==> config.mk <==
export PLATFORM = sky130hd
export DESIGN_NAME = mem_bus_if
export DESIGN_NICKNAME = d
export VERILOG_FILES = /design/src/rtl/mem_bus_pkg.sv /design/src/rtl/bus_timeout_ctr.sv /design/src/rtl/mem_bus_if.sv
export SDC_FILE = /design/constraint.sdc
export NUM_CORES = 1
export LEC_CHECK = 0
export CAP_MARGIN = 20
export CORE_ASPECT_RATIO = 0.75
export CORE_UTILIZATION = 36
export CTS_CLUSTER_SIZE = 40
export DETAILED_ROUTE_END_ITERATION = 8
export GPL_TIMING_DRIVEN = 0
export PLACE_DENSITY = 0.76
export SETUP_SLACK_MARGIN = 0.5
export SLEW_MARGIN = 40
export SYNTH_ARGS = -nofsm -noshare
export SYNTH_HDL_FRONTEND = slang
export SYNTH_HIERARCHICAL = 1
export SYNTH_SLANG_ARGS = --single-unit
export TNS_END_PERCENT = 50
==> constraint.sdc <==
create_clock -name clk -period 1.7 [get_ports clk]
set_input_delay 0.17 -clock clk [delete_from_list [all_inputs] [get_ports clk]]
set_output_delay 0.17 -clock clk [all_outputs]
set_load 0.02 [all_outputs]
==> src/rtl/mem_bus_pkg.sv <==
// Shared types and constants for the multicycle core's memory-side bus interface.
package mem_bus_pkg;

    typedef enum logic [1:0] {
        IDLE  = 2'd0,
        REQ   = 2'd1,
        DONE  = 2'd2,
        ERROR = 2'd3
    } mem_state_t;

    localparam int         MEM_TIMEOUT_DEFAULT = 255;
    localparam logic [1:0] MEM_ALIGN_MASK      = 2'b11;

    // Word accesses only: any set byte-offset bit makes the access illegal.
    function automatic logic is_word_aligned(input logic [1:0] adr_lsb);
        return (adr_lsb & MEM_ALIGN_MASK) == 2'b00;
    endfunction

endpackage

==> src/rtl/bus_timeout_ctr.sv <==
// Wait-state counter for an outstanding bus request; flags the last permitted cycle.
module bus_timeout_ctr #(
    parameter int TIMEOUT = 255
) (
    input  logic clk,
    input  logic reset,
    input  logic i_clr,
    input  logic i_en,
    output logic o_tc
);

    localparam int             W      = $clog2(TIMEOUT + 1);
    localparam logic [W-1:0]   TC_VAL = W'(TIMEOUT - 1);

    logic [W-1:0] r_cnt;

    // The FSM leaves REQ on the terminal count, so the counter never wraps.
    always_ff @(posedge clk) begin
        if (!reset) begin
            r_cnt <= '0;
        end else if (i_clr) begin
            r_cnt <= '0;
        end else if (i_en) begin
            r_cnt <= r_cnt + W'(1);
        end
    end

    assign o_tc = (r_cnt == TC_VAL);

endmodule

==> src/rtl/mem_bus_if.sv <==
// Converts the datapath's one-access-per-state memory port into a req/ack bus
// with wait states, stalling the controller and flagging aborted accesses.
module mem_bus_if
    import mem_bus_pkg::*;
#(
    parameter int TIMEOUT = MEM_TIMEOUT_DEFAULT
) (
    input  logic        clk,
    input  logic        reset,
    input  logic        MemRead,
    input  logic        MemWrite,
    input  logic [31:0] Adr,
    input  logic [31:0] WriteData,
    output logic [31:0] ReadData,
    output logic        Stall,
    output logic        Err,
    output logic        bus_req,
    output logic        bus_we,
    output logic [31:0] bus_addr,
    output logic [31:0] bus_wdata,
    input  logic [31:0] bus_rdata,
    input  logic        bus_ack,
    input  logic        bus_err,
    output mem_state_t  o_dbg_state
);

    mem_state_t  r_state;
    mem_state_t  w_next;
    logic [31:0] r_addr;
    logic [31:0] r_wdata;
    logic        r_we;
    logic [31:0] r_rdata;

    logic w_any_req;
    logic w_legal;
    logic w_accept;
    logic w_ctr_en;
    logic w_ctr_clr;
    logic w_tc;
    logic w_capture;

    assign w_any_req = MemRead | MemWrite;
    assign w_legal   = (MemRead ^ MemWrite) & is_word_aligned(Adr[1:0]);

    bus_timeout_ctr #(
        .TIMEOUT (TIMEOUT)
    ) u_timeout (
        .clk   (clk),
        .reset (reset),
        .i_clr (w_ctr_clr),
        .i_en  (w_ctr_en),
        .o_tc  (w_tc)
    );

    always_ff @(posedge clk) begin
        if (!reset) begin
            r_state <= IDLE;
        end else begin
            r_state <= w_next;
        end
    end

    always_comb begin
        w_next    = r_state;
        w_accept  = 1'b0;
        w_ctr_en  = 1'b0;
        w_ctr_clr = 1'b0;
        case (r_state)
            IDLE: begin
                w_ctr_clr = 1'b1;
                if (w_legal) begin
                    w_accept = 1'b1;
                    w_next   = REQ;
                end else if (w_any_req) begin
                    w_next = ERROR;
                end
            end
            REQ: begin
                if (bus_ack) begin
                    w_next = bus_err ? ERROR : DONE;
                end else begin
                    w_ctr_en = 1'b1;
                    if (w_tc) begin
                        w_next = ERROR;
                    end
                end
            end
            // The controller still holds its request while it advances out of DONE.
            DONE:    w_next = IDLE;
            ERROR:   w_next = IDLE;
            default: w_next = IDLE;
        endcase
    end

    // Bus-facing address/data come only from these registers, never live inputs.
    always_ff @(posedge clk) begin
        if (!reset) begin
            r_addr  <= '0;
            r_wdata <= '0;
            r_we    <= 1'b0;
        end else if (w_accept) begin
            r_addr  <= Adr;
            r_wdata <= WriteData;
            r_we    <= MemWrite;
        end
    end

    assign w_capture = (r_state == REQ) & bus_ack & ~bus_err & ~r_we;

    always_ff @(posedge clk) begin
        if (!reset) begin
            r_rdata <= '0;
        end else if (w_capture) begin
            r_rdata <= bus_rdata;
        end
    end

    assign bus_req     = (r_state == REQ);
    assign bus_we      = (r_state == REQ) & r_we;
    assign bus_addr    = r_addr;
    assign bus_wdata   = r_wdata;
    assign ReadData    = r_rdata;
    assign Err         = (r_state == ERROR);
    assign Stall       = ((r_state == IDLE) & w_any_req) | (r_state == REQ);
    assign o_dbg_state = r_state;

endmodule

==> results of run 1 <==
## cell usage in the layout, fill, tap and decap left out, types with 4 or more instances in the layout
cell,Yosys,routed
buf_12,7,18
buf_4,3,19
clkdlybuf4s15_1,0,25
dfxtp_1,107,104
clkbuf_1,15,5
nand2_1,192,192
buf_16,0,10
dlygate4sd2_1,0,39
clkbuf_4,0,8
buf_6,0,7
mux2i_1,95,92
buf_2,9,5
clkbuf_2,0,7
clkdlybuf4s15_2,0,5
clkbuf_16,0,9
clkdlybuf4s50_1,0,99
nor2_1,8,7
nand3_1,4,4
dlymetal6s2s_1,0,29
## critical path, stage by stage, from the launching register on
cell,delay (ns)
dfxtp_4,0.39
inv_4,0.06
nor3_2,0.10
buf_4,0.16
nand4_4,0.10
or3_1,0.39
a21oi_1,0.12
## worst max-delay path by stage
| stage | to | slack [ns] | cells past startpoint |
|---|---|---|---|
| floorplan | u_timeout/r_cnt[5] | 0.41 | 5 |
| global placement | Stall | -0.23 | 5 |
| detailed placement | bus_wdata[23] | -0.30 | 6 |
| CTS | ReadData[19] | 0.23 | 1 |
| global route | u_timeout/r_cnt[5] | 0.23 | 6 |
| finish | u_timeout/r_cnt[7] | 0.32 | 6 |
## routing by layer
metal | wire length, um | share of wire (%)
met5 | 0 | 0
met4 | 243 | 1.8
met3 | 989 | 7.5
met2 | 6215 | 47
met1 | 5826 | 44
## cell families after synthesis
family	synth area share (%)
XOR/XNOR	0.7961
AND/OR/NAND/NOR	20.78
flip-flops	48.66
buffers and inverters	6.338
multiplexers	21.60
adder cells (fa/ha/maj)	0.8528
AO/OA/AOI/OAI	0.9664
## registers in the layout (all words and copies together) (netlist names)
name / count
ReadData: 32
bus_addr: 32
bus_wdata: 32
o_dbg_state: 2
r_we: 1
u_timeout/r_cnt: 8
## final cells by class
| class | count | area (sq um) | area share, % |
|---|---|---|---|
| inverters | 4 | 17.52 | 0.2278 |
| repair buffers | 240 | 2639 | 34.31 |
| multi-input cells | 333 | 2043 | 26.57 |
| well taps | 162 | 202.7 | 2.635 |
| plain buffers | 34 | 351.6 | 4.571 |
| clock buffers | 11 | 232.7 | 3.026 |
| flip-flops and latches | 107 | 2153 | 28.00 |
| clock inverters | 4 | 51.30 | 0.6670 |
## through the flow
step / instance area (sq um) / setup slack (ns) / utilization (%)
after floorplan: 4438 / 0.4125 / -
final: 7691 / 0.3189 / 65.51
after global placement: 6673 / -0.2302 / 56.83
after global routing: 7691 / 0.2326 / 65.51
after CTS: 7448 / 0.2282 / 63.44
after detailed placement: 6673 / -0.3015 / 56.83
## where the power goes
part	switching, uW	total (uW)	internal, uW
Combinational	448	1050	601
Clock	911	2050	1140
Sequential	51.1	2630	2580
Total	1410	5730	4320
## timing repair
item                       CTS  global route
gates cloned                10             0
gates resized for setup    177            46
setup endpoints to repair  202           199
buffers inserted            14            13
pin swaps                    3             6
==> metrics.yaml, run 1 <==
yosys:
  yosysMostFrequentCell: "nand2_1"
  ys_ff_latch: 107
  asyncSetResetFlopFracSynth_pct: 0
  netlist.area_leader.share_pct: 48.66
  avgSynthCellArea_sq_um: 9.209
  synth_top_cells_by_area: "dfxtp_1 (49%), mux2i_1 (22%), nand2_1 (16%)"
  synth-warning-count: 6
  number_of_enable_type_register_cells_in_the_synthesized_netlist: 0
  synth.top_cells.by_count: "nand2_1 (192), dfxtp_1 (107), mux2i_1 (95)"
  synth.lib_cells_used.distinct: 29
  dominant_register_cell_in_the_synthesized_netlist: "dfxtp_1"
  synth.net_count: 583
  syn_area_sq_um: 4402
  yosysSeqAreaShare_pct: 48.66
  synthesis.instances: 478
  synthDominantAreaCellType: "dfxtp_1"
cts:
  clock_sinks: 107
  cts_htree_levels: 3
  clock_tree.root_cell: "clkbuf_16"
  clk-insertion-delay-late_ns: 0.34
  cts_made_buffers: 9
  hold_buffers: 0
  tritoncts_clock_tree: "done"
  clock_tree.buffer_depth: 2
  cts.clk_slew.worst_paths_ns: 0.07
worst_setup_path:
  arrival_ns: 1.65
  cp_data_required_time_ns: 1.97
  type_of_destination_of_the_critical_path: "register"
  reg2reg_depth: 6
  cp-start-kind: "register"
  beginning_of_the_critical_path: "o_dbg_state[0]"
  r2r_end: "u_timeout/r_cnt[7]"
  r2r-start: "o_dbg_state[0]"
  timing.setup.critical_path_class: "reg -> reg"
  ff2ff_setup_slack_ns: 0.32
  crit_path_max_fanout: 5
global_routing:
  grt.busiest_layer: "met2"
  groute.usage.overall_pct: 21.19
  gr-usage-met1_pct: 26.38
  global_route.usage.met2_pct: 34.92
  number_of_antenna_violations_at_the_first_check_in_global_routing: 0
  grt_remaining_overflow: 0
  grt_util_met3_pct: 6.575
  maximum_number_of_pins_on_one_net_before_global_route_repair: 17
  grt_first_pass_wirelength_um: 21010
  first_global_vias: 4219
die:
  fp.coreArea_sq_um: 11740
  starting_utilization_of_the_core_area_pct: 37.49
  fp-row-count: 34
  horiz_die_dim_um: 129.7
  die_height_um: 97.76
  design.portCount: 204
  dieArea_sq_um: 12680
timing:
  finalClockSkew_ns: 0.006176
  fin_hold_ws_ns: 0.2397
  fmax_mhz: 724.1
  setup-tns-final_ns: 0
  worst_pin_slew_ns: 0.4324
  maxSlewHeadroom_pct: 71.17
  final_max_slew_viol_count: 0
  post-route-min-period_ns: 1.381
  rsz0062_at_grt: "yes"
  min_period_over_period_pct: 81.24
  setup_violations: 0
  finalHoldViolCount: 0
placement:
  dp.final_hpwl_um: 9338
  gp_congestion: 0.7554
  portBuffers: 203
  dp.cells: 843
power_and_ir_drop:
  power_uw: 5731
  pwr_density_cell_nw_per_um2: 745.2
  power.static_leakage_uw: 0.003598
  irDropWorstVdd_mv: 0.4560
route:
  route.antenna.remaining_nets: 0
  1st_pass_router_iterations: 4
  post-route-drc-count: 0
  num_vias: 4202
  dr.first_iter.drc_count: 151
  routedWlPerCell_um: 14.83
  routed_via_density: 4.695
  postRouteWirelength_um: 13270
worst_hold_path:
  worstHoldPathType: "in -> reg"
  worstHoldEndpoint: "r_we"
  min_delay_path_depth: 3
  hold_start: "MemWrite"
outcome:
  status: "finished, final reports clean"
layout:
  fraction_of_final_layout_cells_with_drive_strength_greater_than_1_pct: 15.28
  post_layout_nonfiller_instances: 895
  diodes: 0
  fillCellCount: 965
  nets: 834
  areaGrowthSynthToFinish_pct: 74.73
job:
  drv.max_cap_violation_count: 0
(Power assumes the default switching activity.)
==> inputs of run 2 (changes only) <==
==> constraint.sdc (replaced) <==
create_clock -name clk -period 1.4 [get_ports clk]
set_input_delay 0.14 -clock clk [delete_from_list [all_inputs] [get_ports clk]]
set_output_delay 0.14 -clock clk [all_outputs]
set_load 0.02 [all_outputs]
==> run 2 against run 1 <==
  * The run now ends with negative setup slack left
  * Sequential share of layout area is 1.1 points higher
  * Count of clock-buffer cells in the layout is 2 lower
  * Setup slack worse by 0.33 ns
  * Clock skew is 0.0018 ns higher
  * Worst hold slack worse by 0.013 ns
  * Register-to-register slack worse by 0.30 ns
  * Routed wire length is 1.9% lower
  * First-iteration DRC count is 9.9% lower
  * Cell count is 0.67% lower
  * Design area is 1.4% higher
  * Critical endpoint is now ReadData[8]
==> metrics.yaml, run 2 (synthesis results as in run 1) <==
route:
  routed_via_density: 4.664  # -0.67%
  postRouteWirelength_um: 13020  # -1.9%
  1st_pass_router_iterations: 4  # unchanged
  route.antenna.remaining_nets: 0  # unchanged
  routedWlPerCell_um: 14.64  # -1.3%
  post-route-drc-count: 0  # unchanged
  num_vias: 4146  # -1.3%
  dr.first_iter.drc_count: 136  # -9.9%
power_and_ir_drop:
  clkPwrFrac_pct: 36.0  # +0.3 points
  irDropWorstVdd_mv: 0.6744  # +48%
  power.static_leakage_uw: 0.003139  # -13%
  p_seq_share_pct: 45.7  # -0.3 points
  power_switching_uw: 1766  # +25%
  power.share.combinational_pct: 18.3  # about the same
  swShare_pct: 24.97  # +0.37 points
  p_int_uw: 5307  # +23%
  pwr_density_cell_nw_per_um2: 907.3  # +22%
timing:
  post-route-min-period_ns: 1.414
  final_critical_path_setup_slack_ns: -0.01381  # -0.3327 ns
  finalHoldViolCount: 0  # unchanged
  final_max_slew_viol_count: 0  # unchanged
  worst_pin_slew_ns: 0.4398  # +0.007407 ns
  fmax_mhz: 707.3
  rsz0062_at_grt: "yes"
  setup_violations: 2  # +2
  finalClockSkew_ns: 0.007961  # +0.001785 ns
  min_period_over_period_pct: 101.0
  maxSlewHeadroom_pct: 70.68  # -0.49 points
cts:
  clock_sinks: 107  # unchanged
  cts_made_buffers: 9  # unchanged
  clock_tree.root_cell: "clkbuf_16"
  tritoncts_clock_tree: "done"
  hold_buffers: 0  # unchanged
  cts.clk_slew.worst_paths_ns: 0.07  # about the same
  clock_tree.buffer_depth: 2  # unchanged
  clk-insertion-delay-late_ns: 0.34  # about the same
  cts_htree_levels: 3  # unchanged
die:
  horiz_die_dim_um: 129.7  # unchanged
  fp.coreArea_sq_um: 11740  # unchanged
  fp-row-count: 34  # unchanged
  design.portCount: 204  # unchanged
  starting_utilization_of_the_core_area_pct: 37.49  # unchanged
  dieArea_sq_um: 12680  # unchanged
  die_height_um: 97.76  # unchanged
worst_setup_path:
  cp-start-kind: "input port"
  arrival_ns: 1.68  # +0.03 ns
  type_of_destination_of_the_critical_path: "register"
  timing.setup.critical_path_class: "in -> reg"
  crit_path_max_fanout: 10  # +5
  cp_data_required_time_ns: 1.67  # -0.30 ns
layout:
  commonest_cells_after_routing_fill_and_taps_aside: "nand2_1 (192), buf_6 (106), clkdlybuf4s50_1 (98), dfxtp_2 (89), mux2i_1 (89)"
  layout_commonest_cell: "nand2_1"
  fillCellCount: 933  # -3.3%
  areaGrowthSynthToFinish_pct: 77.09
  fraction_of_final_layout_cells_with_drive_strength_greater_than_1_pct: 41.40  # +26 points
  final_core_util_pct: 66.39  # +0.88 points
  diodes: 0  # unchanged
  nets: 827  # -0.84%
  layout.cell_area.non_filler_sq_um: 7795  # +1.4%
global_routing:
  grt_remaining_overflow: 0  # unchanged
  grt_first_pass_wirelength_um: 20080  # -4.4%
  groute.usage.overall_pct: 20.07  # -1.1 points
  maximum_number_of_pins_on_one_net_before_global_route_repair: 19  # +2
  number_of_antenna_violations_at_the_first_check_in_global_routing: 0  # unchanged
  first_global_vias: 4120  # -2.3%
outcome:
  status: "finished with violations"
  violated_checks: "negative setup slack"
placement:
  portBuffers: 203  # unchanged
  dp.final_hpwl_um: 8957  # -4.1%
  placement.setup.worst_slack_ns: -0.5938  # -0.2923 ns
  dpl_cell_area_sq_um: 6673  # unchanged
  gp_congestion: 0.7747  # +2.6%
worst_hold_path:
  worstHoldPathType: "in -> reg"
job:
  drv.max_cap_violation_count: 0  # unchanged
## run 2: power groups by stage
stage          Clock (uW)  Sequential (uW)  Combinational (uW)
5_1_grt              2750             3240                1380
3_5_place_dp            0             3270                1080
4_1_cts              2610             3210                1170
2_1_floorplan           0             3370                 393
6_report             2540             3230                1300
3_3_place_gp            0             3260                1060
## run 2: path summary, 6_finish.rpt
check	start	endpoint	slack, ns	cells after the start
max	bus_ack	ReadData[8]	-0.01	6
min	MemWrite	r_we	0.23	3
max reg2reg	o_dbg_state[1]	bus_wdata[10]	0.02	6
min reg2reg	bus_addr[29]	bus_addr[29]	0.46	2
## run 2: what timing repair did
item                                    CTS  global route
endpoints found under the setup margin  209           209
resized for setup                       372           410
gates cloned                              4             1
buffers inserted                         17             8
pin swaps                                 3             8
## run 2: cell type report
cell class | instances | area (sq um) | share of cell area, %
buffer | 34 | 372.9 | 4.783
clock buffer | 9 | 225.2 | 2.889
clock inverter | 7 | 76.32 | 0.9791
inverter | 4 | 15.01 | 0.1926
multi-input combinational | 333 | 2115 | 27.13
sequential | 107 | 2265 | 29.05
tap | 162 | 202.7 | 2.600
timing repair buffer | 233 | 2524 | 32.38
## run 2: stage by stage
| stage | power, uW | instances | setup TNS (ns) | hold WS, ns |
|---|---|---|---|---|
| 2_1_floorplan | 3768 | 478 | 0 | 0.2821 |
| 3_3_place_gp | 4328 | 843 | -42.65 | 0.4416 |
| 3_5_place_dp | 4349 | 843 | -46.08 | 0.4449 |
| 4_1_cts | 6986 | 880 | 0 | 0.2154 |
| 5_1_grt | 7378 | 889 | -0.8066 | 0.2147 |
| 6_report | 7073 | 889 | -0.01625 | 0.2267 |
## run 2: metal layers
metal  vias up  track usage (%)  part of all wire (%)  wire [um]
li1       2042                -                     -          -
met1      1925            24.55                    42       5483
met2       148            33.16                    48       6200
met3        31            6.192                   7.3        954
met4         0            7.156                   2.9        381
met5         -                0                     0          0
## run 2: critical path: stages
cell	delay, ns
clkdlybuf4s50_1	0.58
nand3b_1	0.19
nor3_4	0.24
buf_12	0.17
buf_12	0.14
mux2i_2	0.21
==> inputs of run 3 (changes only) <==
--- a/config.mk
+++ b/config.mk
@@ -8,6 +8,7 @@
 export CAP_MARGIN = 20
 export CORE_ASPECT_RATIO = 0.75
 export CORE_UTILIZATION = 36
+export CTS_CLUSTER_DIAMETER = 60
 export CTS_CLUSTER_SIZE = 40
 export DETAILED_ROUTE_END_ITERATION = 8
 export GPL_TIMING_DRIVEN = 0
==> results of run 3 <==
Final layout, timing and power as in run 2 (identical DEF).
